**config.mk**
```make
export PLATFORM = sky130hd
export DESIGN_NAME = sipo_deserializer_flat
export DESIGN_NICKNAME = d
export VERILOG_FILES = /design/src/rtl/sipo_deserializer_if.sv /design/src/rtl/sipo_deserializer.sv /design/src/flat_wrapper.sv
export SDC_FILE = /design/constraint.sdc
export NUM_CORES = 1
export LEC_CHECK = 0
export CAP_MARGIN = 20
export CORE_MARGIN = 2
export CORE_UTILIZATION = 30
export CTS_BUF_LIST = sky130_fd_sc_hd__clkbuf_16
export DETAILED_ROUTE_END_ITERATION = 8
export PLACE_DENSITY = 0.6
export REMOVE_ABC_BUFFERS = 1
export SYNTH_ARGS = -nofsm -noshare
export SYNTH_HDL_FRONTEND = slang
export SYNTH_SLANG_ARGS = --single-unit
```
**constraint.sdc**
```tcl
create_clock -name clk -period 2.2 [get_ports clk]
set_input_delay 0.44 -clock clk [delete_from_list [all_inputs] [get_ports clk]]
set_output_delay 0.44 -clock clk [all_outputs]
set_load 0.1 [all_outputs]
```
**src/rtl/sipo_deserializer_if.sv**
```systemverilog
// Serial-in and parallel-out handshake bundle for sipo_deserializer.
// The slave view is the deserializer; the master view is the surrounding logic.
interface sipo_deserializer_if #(
  parameter int WIDTH = 8
) ();
  logic             s_valid;
  logic             s_data;
  logic             s_ready;
  logic             p_valid;
  logic [WIDTH-1:0] p_data;
  logic             p_ready;

  modport slave (
    input  s_valid, s_data, p_ready,
    output s_ready, p_valid, p_data
  );

  modport master (
    output s_valid, s_data, p_ready,
    input  s_ready, p_valid, p_data
  );
endinterface

```
**src/rtl/sipo_deserializer.sv**
```systemverilog
// Serial-to-parallel deserializer: a staging shift register feeds a registered
// output word, so bits keep arriving while the consumer holds the last word.
module sipo_deserializer #(
  parameter int WIDTH     = 8,
  parameter bit MSB_FIRST = 1'b1,
  parameter int CW        = $clog2(WIDTH + 1)
) (
  input  logic                  clk,
  input  logic                  reset,
  input  logic                  flush,
  sipo_deserializer_if.slave    bus,
  output logic [CW-1:0]         bit_count
);

  localparam logic [CW-1:0] FULL = CW'(WIDTH);
  localparam logic [CW-1:0] LAST = CW'(WIDTH - 1);

  logic [WIDTH-1:0] sh_q, sh_d;
  logic [CW-1:0]    cnt_q, cnt_d;
  logic [WIDTH-1:0] pdata_q, pdata_d;
  logic             pvalid_q, pvalid_d;

  logic             s_ready;
  logic             accept;
  logic             out_free;
  logic [WIDTH-1:0] nsh;

  always_ff @(posedge clk or posedge reset) begin
    if (reset) begin
      sh_q     <= '0;
      cnt_q    <= '0;
      pdata_q  <= '0;
      pvalid_q <= 1'b0;
    end else begin
      sh_q     <= sh_d;
      cnt_q    <= cnt_d;
      pdata_q  <= pdata_d;
      pvalid_q <= pvalid_d;
    end
  end

  always_comb begin
    s_ready  = (cnt_q != FULL);
    accept   = bus.s_valid && s_ready;
    out_free = !pvalid_q || bus.p_ready;
    if (MSB_FIRST) nsh = {sh_q[WIDTH-2:0], bus.s_data};
    else           nsh = {bus.s_data, sh_q[WIDTH-1:1]};
  end

  always_comb begin
    sh_d     = sh_q;
    cnt_d    = cnt_q;
    pdata_d  = pdata_q;
    pvalid_d = pvalid_q;
    if (flush) begin
      sh_d     = '0;
      cnt_d    = '0;
      pvalid_d = 1'b0;
    end else if (cnt_q == FULL) begin
      // Staging holds a finished word stalled behind the output register.
      if (out_free) begin
        pdata_d  = sh_q;
        pvalid_d = 1'b1;
        sh_d     = '0;
        cnt_d    = '0;
      end
    end else if (accept && (cnt_q == LAST)) begin
      if (out_free) begin
        pdata_d  = nsh;
        pvalid_d = 1'b1;
        sh_d     = '0;
        cnt_d    = '0;
      end else begin
        sh_d  = nsh;
        cnt_d = FULL;
      end
    end else begin
      if (accept) begin
        sh_d  = nsh;
        cnt_d = cnt_q + CW'(1);
      end
      if (pvalid_q && bus.p_ready) pvalid_d = 1'b0;
    end
  end

  assign bus.s_ready = s_ready;
  assign bus.p_valid = pvalid_q;
  assign bus.p_data  = pdata_q;
  assign bit_count   = cnt_q;

endmodule
```
**src/flat_wrapper.sv**
```systemverilog
// flat-port wrapper written by rule: the top's interface ports become plain ports
module sipo_deserializer_flat 
#(
  parameter int WIDTH     = 8,
  parameter bit MSB_FIRST = 1'b1,
  parameter int CW        = $clog2(WIDTH + 1)
)
  (clk, reset, flush, bit_count, bus_s_valid, bus_s_data, bus_p_ready, bus_s_ready, bus_p_valid, bus_p_data);
  sipo_deserializer_if #(.WIDTH(WIDTH)) bus_i ();
  input  logic clk;
  input  logic reset;
  input  logic flush;
  output logic [CW-1:0] bit_count;
  input wire logic [$bits(bus_i.s_valid)-1:0] bus_s_valid;
  input wire logic [$bits(bus_i.s_data)-1:0] bus_s_data;
  input wire logic [$bits(bus_i.p_ready)-1:0] bus_p_ready;
  output wire logic [$bits(bus_i.s_ready)-1:0] bus_s_ready;
  output wire logic [$bits(bus_i.p_valid)-1:0] bus_p_valid;
  output wire logic [$bits(bus_i.p_data)-1:0] bus_p_data;
  assign bus_i.s_valid = bus_s_valid;
  assign bus_i.s_data = bus_s_data;
  assign bus_i.p_ready = bus_p_ready;
  assign bus_s_ready = bus_i.s_ready;
  assign bus_p_valid = bus_i.p_valid;
  assign bus_p_data = bus_i.p_data;
  sipo_deserializer #(.WIDTH(WIDTH), .MSB_FIRST(MSB_FIRST), .CW(CW)) u_core (.clk(clk), .reset(reset), .flush(flush), .bus(bus_i), .bit_count(bit_count));
endmodule
```
==> impl_results.md <==
- Reg2reg start: u_core.bit_count[0]
- H-tree levels: 1
- Initial antenna violation count: 0
- Gate Count Post-Synth: 100
- Die Ht: 62.20 um
- Overflow after GRT: 0
- Yosys top cell area share: 51.72%
- Warnings from Yosys: 0
- CTS tree: built
- Maxcap violations: 0
- Die X: 62.20 um
- Clock Root Buffer: clkbuf_16
- GP Congestion: 0.7735
- Synth cell count leaders: dfrtp_1 (21), nand2_1 (21), nor2_1 (10)
- Placed Instances: 165
- CTS Buf Count: 3
- Post-synth cell types: 24
- Total core area: 0.003284 mm^2
- Final Net Count: 132
- Final Cycle Share: 93.21%
- F_max: 487.7 MHz
- WL/cell: 11.64 um
- Post-synth ARST share: 100.0%
- Drt initial violations: 30
- Final Total Pwr: 0.0009450 W
- Tot GR Track Use: 11.56%
- IO Count: 20
- Mapped Avg Cell Area: 10.16 um^2
- Total Routed Length: 1.967 mm
- Worst-Margin Slew: 515.3 ps
- Number of synthesized register bits: 21
- Vias: 784
- Min Tclk post-route: 2051 ps
- Antenna Violating Nets Remaining: 0
- # clock sinks: 21
- Crit Path Max Fanout: 12
- Post-Route Skew: 4.146 ps
- HPWL after detailed placement: 1.432 mm
- Leading area contributor after synthesis: dfrtp_1
- Core Rows: 21
- CTS clock-pin slew for the worst setup and hold paths: 60 ps
- Fillers: 342
- Synth top area cells: dfrtp_1 (52%), nand2_1 (7.8%), a22o_1 (6.9%), a31oi_1 (5.5%), nor2_1 (3.7%)
- Die area: 0.003868 mm^2
- Pwr dens: 714.6 mW/mm^2
- Largest net degree at the start of global routing: 22
- Worst vdd rail ir drop: 0.0002433 V
- P&R area growth vs syn: 30.17%
- Synth Flop Type: dfrtp_1
- Status: completed
- Final hold violation count: 0
- Crit path DAT: 1610 ps
- Buffers on Ports: 19
- Post-synth EDFFs: 0
- Layout cells sized above 1: 21.95%
- CP Capture Type: output port
- Slew Limit Headroom: 65.58%
- Synthesized cell area: 0.001016 mm^2
- Initial Utilization: 30.93%
- DRC: 0
- Final Non-Filler Cells: 169
- Clk_lat worst skew: 250 ps
- Crit Path Category: flip-flop to output port
- 1st-pass router iterations: 4
- Worst setup SP type: flip-flop
- Setup Buffers After CTS: 0
- Worst Hold Class: input pin to async pin
- RSZ-0062 raised after global routing: false
- Worst setup path startpoint: u_core.bit_count[0]
- Crit path required time: 1760 ps
- # hold bufs at CTS: 0
- # setup viols final: 0
- Clock tree buffer depth: 2
- Vias in the first global route: 783
- Ant. Diodes: 0
- Max-slew violation count: 0
- Via-to-Cell Ratio: 4.639
- Post-CTS resize count: 0
- Layout Utilization: 40.27%
- Leakage: 0.5859 nW
- Global-route wire length before repair: 3.560 mm
- Sequential-to-total area share from yosys stat: 51.72%
[power by group]
part           total, W  switching (W)  internal (W)
clock network  0.000384       0.000140      0.000244
registers      0.000409     0.00000984      0.000399
logic          0.000152       0.000112     0.0000404
[metal layers]
metal	wire, um	part of all wire (%)	vias up	GRT usage (%)
met5	0	0	-	0
met4	12	0.61	0	5.000
met3	69	3.5	2	2.536
met2	975	50	10	19.70
met1	910	46	378	14.09
li1	-	-	394	-
[sequential cells by signal, indices dropped and copies added (netlist names)]
name                count
u_core.bus.p_data       8
u_core.bit_count        4
u_core.bus.p_valid      1
u_core.sh_q             8
[layout make-up]
cell class / count / area [um^2] / area share (%)
clock buffer: 3 / 75.07 / 5.676
tap: 46 / 57.56 / 4.352
clock inverter: 1 / 5.005 / 0.3784
multi-input combinational: 68 / 431.7 / 32.64
timing repair buffer: 24 / 205.2 / 15.52
sequential: 21 / 525.5 / 39.74
inverter: 6 / 22.52 / 1.703
[kinds of logic after synthesis]
group | synth area share [%]
AOI/OAI and AO/OA | 20.20
DFF | 51.72
buffers and inverters | 5.788
muxes | 1.971
and+or+nand+nor | 17.86
adders and majority gates | 2.463
[worst max-delay path, cell delays in order, from the launching register on]
cell and delay, ps:
dfrtp_1 410, inv_1 80, ha_1 190, and3b_4 250, inv_2 220, buf_12 210
[cells in the final DEF, fill, tap and decap left out, types with 2 or more instances in the layout]
| cell | netlist | layout |
|---|---|---|
| ha_1 | 2 | 2 |
| a21oi_1 | 4 | 4 |
| a22o_1 | 8 | 8 |
| nand2b_1 | 2 | 2 |
| mux2i_1 | 2 | 2 |
| nand2_1 | 21 | 21 |
| inv_1 | 5 | 5 |
| buf_4 | 2 | 18 |
| dfrtp_1 | 21 | 21 |
| a31oi_1 | 9 | 9 |
| clkbuf_16 | 0 | 3 |
| clkdlybuf4s50_1 | 0 | 5 |
| nor2_1 | 10 | 10 |
[final timing paths]
kind	end	slack [ps]	depth (start not counted)
worst max-delay path	bus_s_ready	150	5
worst min-delay path	u_core.bus.p_data[6]	520	3
worst max register to register	u_core.sh_q[5]	210	6
worst min register to register	u_core.sh_q[7]	520	1
max in group asynchronous	u_core.sh_q[1]	1460	3
min in group clk	u_core.sh_q[7]	520	1
[metrics by stage]
step	hold slack (ps)	worst slack, ps	cell area, um^2	setup TNS (ps)
final	519.2	149.4	1323	0
after global routing	557.3	42.60	1323	0
after CTS	518.6	133.6	1323	0
after detailed placement	505.1	168.5	1242	0
after global placement	495.3	215.3	1242	0
after floorplan	416.5	-355.2	979.7	-5873
No activity file was read; power rests on OpenSTA's default activity.
